===== config.mk =====
export PLATFORM = sky130hd
export DESIGN_NAME = watch_seg_scan
export DESIGN_NICKNAME = d
export VERILOG_FILES = /design/src/rtl/watch_disp_pkg.sv /design/src/rtl/seg7_decode.sv /design/src/rtl/watch_seg_scan.sv
export SDC_FILE = /design/constraint.sdc
export NUM_CORES = 1
export LEC_CHECK = 0
export CORE_MARGIN = 5
export CORE_UTILIZATION = 25
export CTS_CLUSTER_DIAMETER = 100
export DETAILED_ROUTE_END_ITERATION = 12
export SYNTH_ARGS = -nofsm -noshare
export SYNTH_HDL_FRONTEND = slang
export SYNTH_SLANG_ARGS = --single-unit

===== constraint.sdc =====
create_clock -name clk -period 6.25 [get_ports clk]
set_input_delay 1.25 -clock clk [delete_from_list [all_inputs] [get_ports clk]]
set_output_delay 1.25 -clock clk [all_outputs]
set_load 0.02 [all_outputs]

===== src/rtl/watch_disp_pkg.sv =====
// watch_disp_pkg: segment glyphs, display constants and calibration state codes
package watch_disp_pkg;
    localparam logic [7:0] SEG_0    = 8'hC0;
    localparam logic [7:0] SEG_1    = 8'hF9;
    localparam logic [7:0] SEG_2    = 8'hA4;
    localparam logic [7:0] SEG_3    = 8'hB0;
    localparam logic [7:0] SEG_4    = 8'h99;
    localparam logic [7:0] SEG_5    = 8'h92;
    localparam logic [7:0] SEG_6    = 8'h82;
    localparam logic [7:0] SEG_7    = 8'hF8;
    localparam logic [7:0] SEG_8    = 8'h80;
    localparam logic [7:0] SEG_9    = 8'h90;
    localparam logic [7:0] SEG_DASH = 8'hBF;
    localparam logic [7:0] SEG_OFF  = 8'hFF;
    localparam logic [3:0] DIG_OFF  = 4'hF;
    localparam logic [2:0] ST_RUN    = 3'd0;
    localparam logic [2:0] ST_MIN_L  = 3'd1;
    localparam logic [2:0] ST_MIN_H  = 3'd2;
    localparam logic [2:0] ST_HOUR_L = 3'd3;
    localparam logic [2:0] ST_HOUR_H = 3'd4;
endpackage


===== src/rtl/seg7_decode.sv =====
// seg7_decode: BCD value plus decimal point to active-low {dp,g,f,e,d,c,b,a}
module seg7_decode
    import watch_disp_pkg::*;
(
    input  logic [3:0] val,
    input  logic       dp,
    output logic [7:0] seg
);
    logic [7:0] glyph;
    always_comb begin
        case (val)
            4'd0:    glyph = SEG_0;
            4'd1:    glyph = SEG_1;
            4'd2:    glyph = SEG_2;
            4'd3:    glyph = SEG_3;
            4'd4:    glyph = SEG_4;
            4'd5:    glyph = SEG_5;
            4'd6:    glyph = SEG_6;
            4'd7:    glyph = SEG_7;
            4'd8:    glyph = SEG_8;
            4'd9:    glyph = SEG_9;
            default: glyph = SEG_DASH;
        endcase
        seg = {~dp, glyph[6:0]};
    end
endmodule


===== src/rtl/watch_seg_scan.sv =====
// watch_seg_scan: multiplexed 4-digit 7-segment scan with colon, calibration blink and dead time
// Optional macro LEADING_ZERO_BLANK_EN blanks a zero hour tens digit outside hour_h calibration.
module watch_seg_scan
    import watch_disp_pkg::*;
#(
    parameter int CLK_FRE   = 50_000_000,
    parameter int SCAN_FRE  = 1000,
    parameter int DEAD_CYC  = 16,
    parameter int BLINK_FRE = 2
) (
    input  logic       clk,
    input  logic       rst,
    input  logic [3:0] hour_h,
    input  logic [3:0] hour_l,
    input  logic [3:0] minutes_h,
    input  logic [3:0] minutes_l,
    input  logic       second_led,
    input  logic [2:0] state_flag,
    output logic [3:0] dig_sel,
    output logic [7:0] seg_data
);
    localparam int SLOT = CLK_FRE / SCAN_FRE;
    localparam int HALF = CLK_FRE / (2 * BLINK_FRE);
    localparam int CW   = $clog2(SLOT + 1);
    localparam int BW   = $clog2(HALF + 1);
    localparam logic [CW-1:0] SLOT_LAST = CW'(SLOT - 1);
    localparam logic [CW-1:0] DEAD      = CW'(DEAD_CYC);
    localparam logic [BW-1:0] HALF_LAST = BW'(HALF - 1);

    logic [CW-1:0] cnt;
    logic [1:0]    idx;
    logic [BW-1:0] bcnt;
    logic          blink_phase;
    logic [2:0]    flag_q;
    logic [7:0]    snap;
    logic          flag_chg, blink_on, cal_hit, lz_blank, dp;
    logic [3:0]    digit;
    logic [7:0]    dec, live, cur;

    seg7_decode u_dec (.val(digit), .dp(dp), .seg(dec));

    always_comb begin
        flag_chg = state_flag != flag_q;
        // a freshly selected digit must never start hidden, even on the change cycle
        blink_on = blink_phase && !flag_chg;
        cal_hit  = state_flag >= ST_MIN_L && state_flag <= ST_HOUR_H && state_flag - 3'd1 == {1'b0, idx};
        digit    = idx == 2'd0 ? minutes_l : idx == 2'd1 ? minutes_h : idx == 2'd2 ? hour_l : hour_h;
        dp       = idx == 2'd2 && second_led;
`ifdef LEADING_ZERO_BLANK_EN
        lz_blank = idx == 2'd3 && hour_h == 4'd0 && state_flag != ST_HOUR_H;
`else
        lz_blank = 1'b0;
`endif
        live     = (cal_hit && blink_on) || lz_blank ? SEG_OFF : dec;
        cur      = cnt == '0 ? live : snap;
    end

    always_ff @(posedge clk or posedge rst) begin
        if (rst) begin
            cnt         <= '0;
            idx         <= 2'd0;
            bcnt        <= '0;
            blink_phase <= 1'b0;
            flag_q      <= ST_RUN;
            snap        <= SEG_OFF;
            dig_sel     <= DIG_OFF;
            seg_data    <= SEG_OFF;
        end else begin
            cnt         <= cnt == SLOT_LAST ? '0 : cnt + 1'b1;
            idx         <= cnt == SLOT_LAST ? idx + 2'd1 : idx;
            snap        <= cnt == '0 ? live : snap;
            flag_q      <= state_flag;
            bcnt        <= flag_chg || bcnt == HALF_LAST ? '0 : bcnt + 1'b1;
            blink_phase <= flag_chg ? 1'b0 : blink_phase ^ (bcnt == HALF_LAST);
            dig_sel     <= cnt < DEAD ? DIG_OFF : ~(4'b1 << idx);
            seg_data    <= cnt < DEAD ? SEG_OFF : cur;
        end
    end
endmodule


# == After elaboration in Yosys (flattened, before gate mapping) ==
# Memory sizes are Yosys's and may differ from the RTL's.
# Cells that the tools add are included.
# word_totals
ff_bits,66
mem_bits_ro,112
in_bits,22
out_inout_bits,12
word_cells,45
memories,1
# classes
addsub,4
n_lt_le_gt_ge,3
n_eq_ne,6
n_shift,1
n_mux,10
bitwise,3
n_reduce_logical,9
# memory_table
name,depth,word_bits,rd,rd_clocked_by_memory_dff,wr,line_no,text
(no name shown),16,7,1,0,0,seg7_decode.sv:11,case (val)
# ops
operator,count
$add 24x1->24 const B,1
$eq 24x24->1 const B,1
$mux 24,1
$mux 8,3
$add 16x1->16 const B,1
$eq 16x16->1 const B,1
$logic_not 16->1,1
$lt 16x5->1 const B,1
$mux 16,1
$mux 4,4
$logic_and 1x1->1,5
$not 4->4,1
$shl 1x2->4 const A,1
$eq 3x2->1,1
$ge 3x1->1 const B,1
$le 3x3->1 const B,1
$ne 3x3->1,1
$sub 3x1->3 const B,1
$add 2x1->2 const B,1
$eq 2x1->1 const B,1
$eq 2x2->1 const B,1
$logic_not 2->1,1
$logic_not 1->1,1
$logic_or 1x1->1,1
other kinds (3),3

# == Logic depth before layout (Yosys ltp) ==
# Gate-level depths: netlist of run 1.
# An unclocked memory read counts as a cell.
# logic_depth
word_depth,8
ltp_mapped,12
ltp_nobuf,11

# == Modules after synthesis ==
# A second synthesis of run 1 with hierarchy kept.
# unflattened
cells_unflattened,363
area_unflattened_um2,3455.8
# modules_own_cells
mod,n_inst,cells_per_inst,area_each_um2,seq_area_each_um2
watch_seg_scan,1,329,3246.9,1676.6
seg7_decode,1,34,209.0,0.0

# == Worst setup path before layout of run 1 ==
# Ideal clock, no wire load.
# synth_timing
path_type,input to register
from,input hour_l[2]
to,register snap[3]
setup_ps,89
arrival_time_ps,2625
required_time_ps,6161
slack_ps,3536
cell_stages,5
path_buffers,0
path_cell_list,mux2_2 o311ai_0 nand2_1 o221a_2 a211oi_1
# synth_between
elab_chain_len,6
# synth_lines
item,line_no,text
from (decl),watch_seg_scan.sv:14,"input logic [3:0] hour_l,"
$mux 4 (3 in a row),watch_seg_scan.sv:47,digit = idx == 2'd0 ? minutes_l : idx == 2'd1 ? minutes_h : idx == 2'd2 ? hour_l : hour_h;
$mem_v2 16x7,n/a,
$mux 8,watch_seg_scan.sv:54,live = (cal_hit && blink_on) || lz_blank ? SEG_OFF : dec;
$mux 8,n/a,
net cur[3],watch_seg_scan.sv:38,"logic [7:0] dec, live, cur;"
to (signal assigned),watch_seg_scan.sv:71,snap <= cnt == '0 ? live : snap;
to (decl),watch_seg_scan.sv:35,logic [7:0] snap;
# The timed path passes the listed nets, and every way through them passes these cells.
# A chain may end at the register's enable or synchronous reset.

# == Worst setup path in the final report of run 1 ==
# layout_timing
from,input state_flag[0]
to,register snap[3]
# layout_between
elab_chain_len,6
elab_cells_between_ends,12
classes_between,1 x add/sub; 2 x order compare; 2 x eq/ne; 2 x mux; 5 x reduce/logical
# layout_lines
item,line_no,text
from (decl),watch_seg_scan.sv:18,"input logic [2:0] state_flag,"
"$sub 3x1->3, or another cell as far along",watch_seg_scan.sv:46,"cal_hit = state_flag >= ST_MIN_L && state_flag <= ST_HOUR_H && state_flag - 3'd1 == {1'b0, idx};"
"$eq 3x2->1, or another cell as far along",watch_seg_scan.sv:46,
$logic_and 1x1->1 (on tied branches),"watch_seg_scan.sv:46, watch_seg_scan.sv:45",
$logic_and 1x1->1 *,watch_seg_scan.sv:54,
$mux 8 *,watch_seg_scan.sv:54,
$mux 8 *,n/a,
net cur[3],watch_seg_scan.sv:38,
# The timed path passes the listed nets; every way through them passes the cells marked *.

==> results of run 1 <==
[sequential cells by signal, summed over array words and instances (netlist names)]
name,flops
dig_sel,4
flag_q,3
idx,2
blink_phase,1
seg_data,8
snap,8
bcnt,24
cnt,16
[cell usage in the layout (no fill, tap or decap), types with 11 or more instances in the layout]
cell type        synthesis  layout
xnor2_1                 17      17
ha_1                    11      11
nor2_1                  52      52
xor2_1                  25      25
inv_1                   15      14
dfstp_2                 20      20
clkdlybuf4s50_1          0      33
nand3_1                 19      19
nand2_1                 19      19
dfrtp_1                 46      46
[cell families after synthesis]
group,count (synthesis),share of synthesized area
buffers and inverters,22,0.0273
multiplexers,5,0.0155
XOR/XNOR,42,0.111
adder cells (fa/ha/maj),11,0.0417
flip-flops,66,0.507
AO/OA/AOI/OAI,31,0.0670
AND/OR/NAND/NOR,144,0.230
[area by class of cell]
type,count,share of cell area
inverter,15,0.0137
timing repair buffer,36,0.0853
multi-input combinational,233,0.374
clock buffer,13,0.0609
tap,176,0.0536
clock inverter,3,0.00366
sequential,66,0.408
[path summary, 6_finish.rpt]
path | startpoint | end | depth (start not counted)
setup / recovery | state_flag[0] | snap[3]$_DFF_PP1_ | 8
hold / removal | cnt[7]$_DFF_PP0_ | cnt[7]$_DFF_PP0_ | 1
setup reg to reg | idx[0]$_DFFE_PP0N_ | snap[3]$_DFF_PP1_ | 11
hold reg to reg | cnt[7]$_DFF_PP0_ | cnt[7]$_DFF_PP0_ | 1
max in group asynchronous | rst | bcnt[4]$_DFF_PP0_ | 3
min in group asynchronous | rst | cnt[13]$_DFF_PP0_ | 3
[worst max-delay path, cell delays in order]
cell and delay [ns]:
clkdlybuf4s50_1 0.58, inv_1 0.07, ha_1 0.30, xor2_1 0.15, nand3_1 0.12, o41a_1 0.39
and3b_1 0.17, a211oi_1 0.22
[power breakdown]
part | internal, mW | total, mW | switching [mW] | leakage, nW
Sequential | 0.442 | 0.446 | 0.00371 | 0.831
Combinational | 0.0306 | 0.0647 | 0.0341 | 0.756
Clock | 0.277 | 0.445 | 0.168 | 0.133
[metrics by stage]
stage | hold WS, ns | worst slack [ns] | power (mW) | util | instances
after floorplan | 0.447 | 3.38 | 0.488 | - | 321
after global routing | 0.502 | 3.07 | 0.997 | 0.314 | 542
final | 0.491 | 3.23 | 0.956 | 0.314 | 542
after global placement | 0.474 | 2.94 | 0.518 | 0.293 | 525
after CTS | 0.490 | 3.21 | 0.967 | 0.313 | 541
after detailed placement | 0.479 | 2.90 | 0.519 | 0.293 | 525
[layer usage]
metal,vias up,global-route usage,part of all wire
li1,1182,-,-
met2,42,0.132,0.45
met4,0,0.0421,0.022
met1,1138,0.121,0.50
met5,-,0,0
met3,11,0.0205,0.036
==> metrics.md, run 1 <==
| Metric | Value |
|---|---|
| Outcome | `complete, no violations` |
| Postcts setup bufs | `0` |
| IO buf count | `33` |
| Mapped Nets | `about 350` |
| FP Rows | `42` |
| Wire per inst | `approximately 12 µm` |
| IO Pins | `34` |
| Flops & latches, synth | `66` |
| RSZ-0062 raised after global routing | `false` |
| Via count | `roughly 2400` |
| Final setup viols | `0` |
| # diodes | `0` |
| Yosys warnings | `0` |
| Die Y | `125 µm` |
| Vias per cell | `4.38` |
| Syn avg cell area | `between 10 and 15 µm²` |
| Die area | `15600 µm²` |
| Placer congestion estimate | `0.803` |
| Post-Synthesis Cell Area | `3300 µm²` |
| Share of layout cells above drive strength 1 | `0.128` |
| WS Path Type | `primary input to flip-flop` |
| FFs w/ async S/R, synth | `1.00` |
| Distinct cells, synth | `~50` |
| Total CTS buffers | `9` |
| Worst Setup End Kind | `flip-flop` |
| Share of Yosys cell area claimed by the top area cell type | `0.348` |
| Reg-to-reg slack, setup | `3.51 ns` |
| Drt first pass iters | `4` |
| Setup TNS | `0 ns` |
| Initial DRC Count | `between 100 and 150` |
| Crit path required time | `between 6 and 7 ns` |
| Leak pwr | `1.72 nW` |
| Placeable core area | `13100 µm²` |
| Slew @ Worst Pin | `between 0.9 and 1 ns` |
| Mapped Cells | `321` |
| Clk slew on worst S/H paths | `approximately 0.050 ns` |
| Final max-slew violation count | `0` |
| Max FO, Critical Path | `5` |
| Storage element area | `1680 µm²` |
| DRC viols | `0` |
| Max-Cap Viols | `0` |
| HPWL Detailed | `~4500 µm` |
| Main synth FF type | `dfrtp_1` |
| # hold bufs at CTS | `0` |
| P&R area growth vs syn | `24.3%` |
| Routed Antenna Nets | `0` |
| Final net count | `394` |
| CTS root buffer | `clkbuf_16` |
| Post-Route WL | `between 6000 and 7000 µm` |
| Starting Density | `0.253` |
| Peak VDD IR | `around 120 µV` |
| Startpoint types | `primary input` |
| Finished Cell Area | `4110 µm²` |
| Worst Skew | `slightly below 0.007 ns` |
| Area of the multi-input gates | `1540 µm²` |
| Number of global-route vias before repair | `about 2500` |
| Area contributors post-synth | `dfrtp_1 (35%), dfstp_2 (16%), xor2_1 (6.6%), nor2_1 (5.9%), xnor2_1 (4.5%)` |
| Tmin final | `just over 3 ns` |
| Maximum buffer depth of the clock tree | `2` |
| Slew headroom | `0.394` |
| DP Area | `roughly 3800 µm²` |
| Worst-skew pair later-pin latency | `0.32 ns` |
| Period utilization | `0.484` |
| Arrival @ worst endpoint | `3.25 ns` |
| GRT Resource Usage Total | `0.0884` |
| CTS tree | `yes` |
| Top cells by count, synth | `nor2_1 (52), dfrtp_1 (46), xor2_1 (25)` |
| Largest net degree at the start of global routing | `between 60 and 70` |
| Fmax | `roughly 330 MHz` |
| First-pass GRT wire length | `roughly 12000 µm` |
| Fill cell count | `1344` |
| Overflow after GRT | `0` |
| Cell Pwr Density | `233 nW/µm²` |
| H-tree depth | `3` |
| PostCTS Resize Cnt | `0` |
| Die X | `125 µm` |
| Count leader, synth | `nor2_1` |
| Hold violation total from the final report | `0` |
| Number of synthesized flops with an enable pin | `0` |
| Hold Crit Class | `flip-flop to flip-flop` |
| Synth area leader | `dfrtp_1` |
| Initial antenna violation count | `0` |
| Clk sink count | `between 60 and 70` |
| Post-synthesis sequential area ratio | `0.507` |
No activity file was read; power rests on OpenSTA's default activity.
==> run 2, diff against run 1 <==
==> constraint.sdc (replaced) <==
create_clock -name clk -period 3.1 [get_ports clk]
set_input_delay 0.62 -clock clk [delete_from_list [all_inputs] [get_ports clk]]
set_output_delay 0.62 -clock clk [all_outputs]
set_load 0.02 [all_outputs]
==> metrics.md, run 2 (same netlist as run 1, synthesis figures left out) <==
| Metric | Value |
|---|---|
| Final net count | `396 (+0.51%)` |
| Starting Density | `0.253 (unchanged)` |
| Hold Crit Class | `flip-flop to flip-flop` |
| Fmax | `approximately 370 MHz` |
| Tmin final | `roughly 2.7 ns` |
| Worst Setup End Kind | `flip-flop` |
| Worst slack at placement | `0.388 ns (-2.52 ns)` |
| Final max-slew violation count | `0 (unchanged)` |
| Period utilization | `0.864` |
| Max reg flops | `24 (unchanged)` |
| Worst Skew | `0.00631 ns (-0.000645 ns)` |
| H-tree depth | `3 (unchanged)` |
| Crit path required time | `3.34 ns (-3.14 ns)` |
| Overflow after GRT | `0 (unchanged)` |
| Hold violation total from the final report | `0 (unchanged)` |
| Clk sink count | `66 (unchanged)` |
| PostCTS Resize Cnt | `0 (unchanged)` |
| WS Path Type | `flip-flop to flip-flop` |
| Startpoint types | `flip-flop` |
| Commonest cells after routing, fill and taps aside | `nor2_1 (52), dfrtp_1 (46), clkdlybuf4s50_1 (33), xor2_1 (25), dfstp_2 (20)` |
| First-pass GRT wire length | `11500 µm (-1.1%)` |
| Via count | `2402 (+1.2%)` |
| Slew headroom | `0.404 (+0.0100)` |
| Final setup viols | `0 (unchanged)` |
| Max FO, Critical Path | `15 (+10)` |
| Leak pwr | `1.74 nW (+1.3%)` |
| # hold bufs at CTS | `0 (unchanged)` |
| Grt met2 use | `0.139 (+0.00664)` |
| Biggest regs | `bcnt x24, cnt x16` |
| Outcome | `complete, no violations` |
| Post-Route WL | `6600 µm (+3.5%)` |
| Number of global-route vias before repair | `2483 (+1.1%)` |
| Worst-skew pair later-pin latency | `0.33 ns (about the same)` |
| RSZ-0062 raised after global routing | `false` |
| Drt first pass iters | `4 (unchanged)` |
| Fill cell count | `1338 (-0.45%)` |
| Vias per cell | `4.42 (+0.85%)` |
| M3 GR Usage | `0.0183 (-0.00213)` |
| Largest net degree at the start of global routing | `67 (unchanged)` |
| HPWL Detailed | `4650 µm (+3.7%)` |
| Placer congestion estimate | `0.809 (+0.78%)` |
| Initial antenna violation count | `0 (unchanged)` |
| Grt peak-use layer | `met2` |
| Peak VDD IR | `271 µV (+120%)` |
| Initial DRC Count | `81 (-20%)` |
| Routed Antenna Nets | `0 (unchanged)` |
| FP Rows | `42 (unchanged)` |
| Total CTS buffers | `9 (unchanged)` |
| CTS tree | `yes` |
| # diodes | `0 (unchanged)` |
| Die X | `125 µm (unchanged)` |
| Share of layout cells above drive strength 1 | `0.141 (+0.0129)` |
| Die Y | `125 µm (unchanged)` |
| Max-Cap Viols | `0 (unchanged)` |
| Commonest non-fill, non-tap cell in the layout | `nor2_1` |
| Arrival @ worst endpoint | `2.92 ns (-0.33 ns)` |
| P&R area growth vs syn | `25.1%` |
| Placeable core area | `13100 µm² (unchanged)` |
| DRC viols | `0 (unchanged)` |
| Setup WS post-layout | `0.423 ns (-2.80 ns)` |
| IO buf count | `33 (unchanged)` |
| CTS root buffer | `clkbuf_16` |
| Postcts setup bufs | `0 (unchanged)` |
| Maximum buffer depth of the clock tree | `2 (unchanged)` |
| Met1 Usage GRT | `0.114 (-0.00694)` |
| GRT Resource Usage Total | `0.0883 (-0.0000898)` |
| Cell Pwr Density | `473 nW/µm² (+100%)` |
| Wire per inst | `12.1 µm (+3.1%)` |
| Slew @ Worst Pin | `0.887 ns (-0.0219 ns)` |
| Die area | `15600 µm² (unchanged)` |
| Setup TNS | `0 ns (unchanged)` |
| Largest Register | `bcnt` |
| IO Pins | `34 (unchanged)` |
| Clk slew on worst S/H paths | `0.05 ns (about the same)` |
run 2: layout make-up:
| cell class | count | area [µm²] | share of cell area |
|---|---|---|---|
| repair buffers | 38 | 368 | 0.0890 |
| well taps | 176 | 220 | 0.0533 |
| flip-flops and latches | 66 | 1680 | 0.405 |
| inverters | 15 | 56.3 | 0.0136 |
| clock inverters | 6 | 37.5 | 0.00908 |
| clock buffers | 10 | 239 | 0.0578 |
| multi-input cells | 233 | 1540 | 0.372 |
run 2: worst max-delay path: stages (launching register included):
cell,delay (ns)
dfrtp_1,0.42
inv_1,0.15
ha_1,0.46
nor2_1,0.13
a221o_1,0.38
inv_1,0.12
ha_1,0.26
nor2b_1,0.11
o21ai_0,0.08
o31a_1,0.13
o221a_2,0.12
a211oi_1,0.23
run 2: path summary, 6_finish.rpt:
kind,depth (start not counted),slack [ns],startpoint,endpoint
worst min register to register,1,0.48,bcnt[0]$_DFF_PP0_,bcnt[0]$_DFF_PP0_
worst max-delay path,11,0.42,idx[0]$_DFFE_PP0N_,snap[3]$_DFF_PP1_
min in group asynchronous,3,0.86,rst,cnt[15]$_DFF_PP0_
worst min-delay path,1,0.48,bcnt[0]$_DFF_PP0_,bcnt[0]$_DFF_PP0_
max in group asynchronous,3,1.70,rst,bcnt[1]$_DFF_PP0_
worst max register to register,11,0.42,idx[0]$_DFFE_PP0N_,snap[3]$_DFF_PP1_
run 2: layer usage:
metal | vias up | wire length, µm
li1 | 1192 | -
met1 | 1167 | 3160
met2 | 33 | 3060
met3 | 10 | 226
met4 | 0 | 154
met5 | - | 0
run 2: metrics by stage:
| stage | area [µm²] | utilization | total power [mW] | cells | hold slack [ns] |
|---|---|---|---|---|---|
| after floorplan | 3300 | - | 0.984 | 321 | 0.447 |
| after global placement | 3860 | 0.295 | 1.04 | 528 | 0.474 |
| after detailed placement | 3860 | 0.295 | 1.05 | 528 | 0.473 |
| after CTS | 4140 | 0.316 | 1.99 | 544 | 0.480 |
| after global routing | 4140 | 0.316 | 2.04 | 544 | 0.502 |
| final | 4140 | 0.316 | 1.96 | 544 | 0.480 |
run 2: report_power, final:
| part | leakage [nW] | switching [mW] | total [mW] | internal [mW] |
|---|---|---|---|---|
| sequential | 0.831 | 0.00733 | 0.898 | 0.891 |
| combinational | 0.767 | 0.0689 | 0.131 | 0.0624 |
| clock | 0.144 | 0.365 | 0.928 | 0.563 |
| total | 1.74 | 0.441 | 1.96 | 1.52 |
==> run 3, diff against run 2 <==
--- a/config.mk
+++ b/config.mk
@@ -5,6 +5,7 @@
 export SDC_FILE = /design/constraint.sdc
 export NUM_CORES = 1
 export LEC_CHECK = 0
+export CAP_MARGIN = 40
 export CORE_MARGIN = 5
 export CORE_UTILIZATION = 25
 export CTS_CLUSTER_DIAMETER = 100
==> metrics.md, run 3 (same netlist as run 1, synthesis figures left out) <==
| Metric | Value |
|---|---|
| Outcome | `complete, no violations` |
| Commonest non-fill, non-tap cell in the layout | `nor2_1` |
| Clk sink count | `66 (unchanged)` |
| Placer congestion estimate | `0.809 (unchanged)` |
| Final max-slew violation count | `0 (unchanged)` |
| Leak pwr | `1.75 nW (+0.61%)` |
| Commonest cells after routing, fill and taps aside | `nor2_1 (52), dfrtp_1 (46), clkdlybuf4s50_1 (33), xor2_1 (25), dfstp_2 (20)` |
| Vias per cell | `4.46 (+1.1%)` |
| Wire per inst | `12.1 µm (-0.43%)` |
| Largest net degree at the start of global routing | `67 (unchanged)` |
| Peak VDD IR | `221 µV (-18%)` |
| Drt first pass iters | `4 (unchanged)` |
| Share of layout cells above drive strength 1 | `0.144 (+0.00233)` |
| Period utilization | `0.873 (+0.00922)` |
| PostCTS Resize Cnt | `0 (unchanged)` |
| Starting Density | `0.253 (unchanged)` |
| Die Y | `125 µm (unchanged)` |
| Worst-skew pair later-pin latency | `0.33 ns (about the same)` |
| Setup TNS | `0 ns (unchanged)` |
| Total CTS buffers | `9 (unchanged)` |
| Biggest regs | `bcnt x24, cnt x16` |
| Max FO, Critical Path | `15 (unchanged)` |
| Initial DRC Count | `100 (+23%)` |
| Max-Cap Viols | `0 (unchanged)` |
| Placeable core area | `13100 µm² (unchanged)` |
| Fill cell count | `1338 (unchanged)` |
| Via count | `2433 (+1.3%)` |
| First-pass GRT wire length | `11800 µm (+2.8%)` |
| # diodes | `0 (unchanged)` |
| CP endpoint | `snap[3]$_DFF_PP1_` |
| DRC viols | `0 (unchanged)` |
| Hold violation total from the final report | `0 (unchanged)` |
| HPWL Detailed | `4670 µm (+0.50%)` |
| Overflow after GRT | `0 (unchanged)` |
| GRT Resource Usage Total | `0.0909 (+0.00254)` |
| Largest Register | `bcnt` |
| Fmax | `370 MHz (-1.1%)` |
| CTS root buffer | `clkbuf_16` |
| R2r worst-path depth | `11 (unchanged)` |
| Reg-to-reg slack, setup | `0.39 ns (-0.03 ns)` |
| Clk slew on worst S/H paths | `0.06 ns (about the same)` |
| Startpoint types | `flip-flop` |
| Arrival @ worst endpoint | `2.95 ns (+0.03 ns)` |
| Final net count | `397 (+0.25%)` |
| Slew @ Worst Pin | `0.822 ns (-0.0650 ns)` |
| Tmin final | `2.71 ns (+0.0286 ns)` |
| Worst reg2reg startpoint | `idx[0]$_DFFE_PP0N_` |
| IO buf count | `33 (unchanged)` |
| Final setup viols | `0 (unchanged)` |
| Die X | `125 µm (unchanged)` |
| H-tree depth | `3 (unchanged)` |
| # hold bufs at CTS | `0 (unchanged)` |
| WS Path Type | `flip-flop to flip-flop` |
| Storage element area | `1680 µm² (unchanged)` |
| Postcts setup bufs | `0 (unchanged)` |
| Crit path required time | `3.34 ns (about the same)` |
| Number of global-route vias before repair | `2542 (+2.4%)` |
| Slew headroom | `0.452 (+0.0479)` |
| Routed Antenna Nets | `0 (unchanged)` |
| Worst Setup End Kind | `flip-flop` |
| Post-Route WL | `6590 µm (-0.24%)` |
| Cell Pwr Density | `483 nW/µm² (+2.0%)` |
| Area of the multi-input gates | `1540 µm² (unchanged)` |
| Maximum buffer depth of the clock tree | `2 (unchanged)` |
| Hold Crit Class | `flip-flop to flip-flop` |
| Die area | `15600 µm² (unchanged)` |
| Worst Skew | `0.00602 ns (-0.000290 ns)` |
| Initial antenna violation count | `0 (unchanged)` |
| RSZ-0062 raised after global routing | `false` |
| Critical path origin | `idx[0]$_DFFE_PP0N_` |
| FP Rows | `42 (unchanged)` |
| Critical R2R Capture | `snap[3]$_DFF_PP1_` |
| IO Pins | `34 (unchanged)` |
| P&R area growth vs syn | `25.9%` |
| Power Total | `2.01 mW (+2.6%)` |
| Max reg flops | `24 (unchanged)` |
| CTS tree | `yes` |
## run 3: how the worst min path moves through the flow
stage	cells after the start	to	startpoint
finish	1	bcnt[0]$_DFF_PP0_	bcnt[0]$_DFF_PP0_
global route	1	bcnt[0]$_DFF_PP0_	bcnt[0]$_DFF_PP0_
CTS	1	bcnt[0]$_DFF_PP0_	bcnt[0]$_DFF_PP0_
detailed placement	1	bcnt[0]$_DFF_PP0_	bcnt[0]$_DFF_PP0_
global placement	1	bcnt[0]$_DFF_PP0_	bcnt[0]$_DFF_PP0_
floorplan	1	bcnt[0]$_DFF_PP0_	bcnt[0]$_DFF_PP0_
## run 3: layout make-up
type | count | area share
Inverter | 15 | 0.0135
Tap cell | 176 | 0.0529
Clock inverter | 6 | 0.0111
Sequential cell | 66 | 0.403
Timing Repair Buffer | 39 | 0.0896
Multi-Input combinational cell | 233 | 0.370
Clock buffer | 10 | 0.0602
## run 3: metal layers
layer | track usage | share of wire | vias up
li1 | - | - | 1193
met1 | 0.118 | 0.47 | 1182
met2 | 0.139 | 0.46 | 47
met3 | 0.0243 | 0.039 | 11
met4 | 0.0459 | 0.024 | 0
met5 | 0 | 0 | -
## run 3: worst max-delay path: stages, from the launching register on
cell,delay (ns)
dfrtp_1,0.43
inv_1,0.16
ha_1,0.45
nor2_1,0.13
a221o_1,0.38
inv_1,0.11
ha_1,0.26
nor2b_1,0.11
o21ai_0,0.08
o31a_1,0.13
o221a_2,0.13
a211oi_1,0.25
## run 3: through the flow
stage                     utilization  std cells  hold WS [ns]  worst slack [ns]  instance area [µm²]
after floorplan                     -        321         0.447             0.659                 3300
after global placement          0.295        528         0.474             0.396                 3860
after detailed placement        0.295        529         0.473             0.363                 3860
after CTS                       0.318        545         0.481             0.429                 4160
after global routing            0.318        545         0.504             0.154                 4160
final                           0.318        545         0.481             0.394                 4160
## run 3: report_power, final
part           internal [mW]  leakage [nW]  switching, mW
Clock                  0.596         0.149          0.383
Combinational         0.0625         0.773         0.0687
Sequential             0.891         0.831        0.00740
Total                   1.55          1.75          0.459
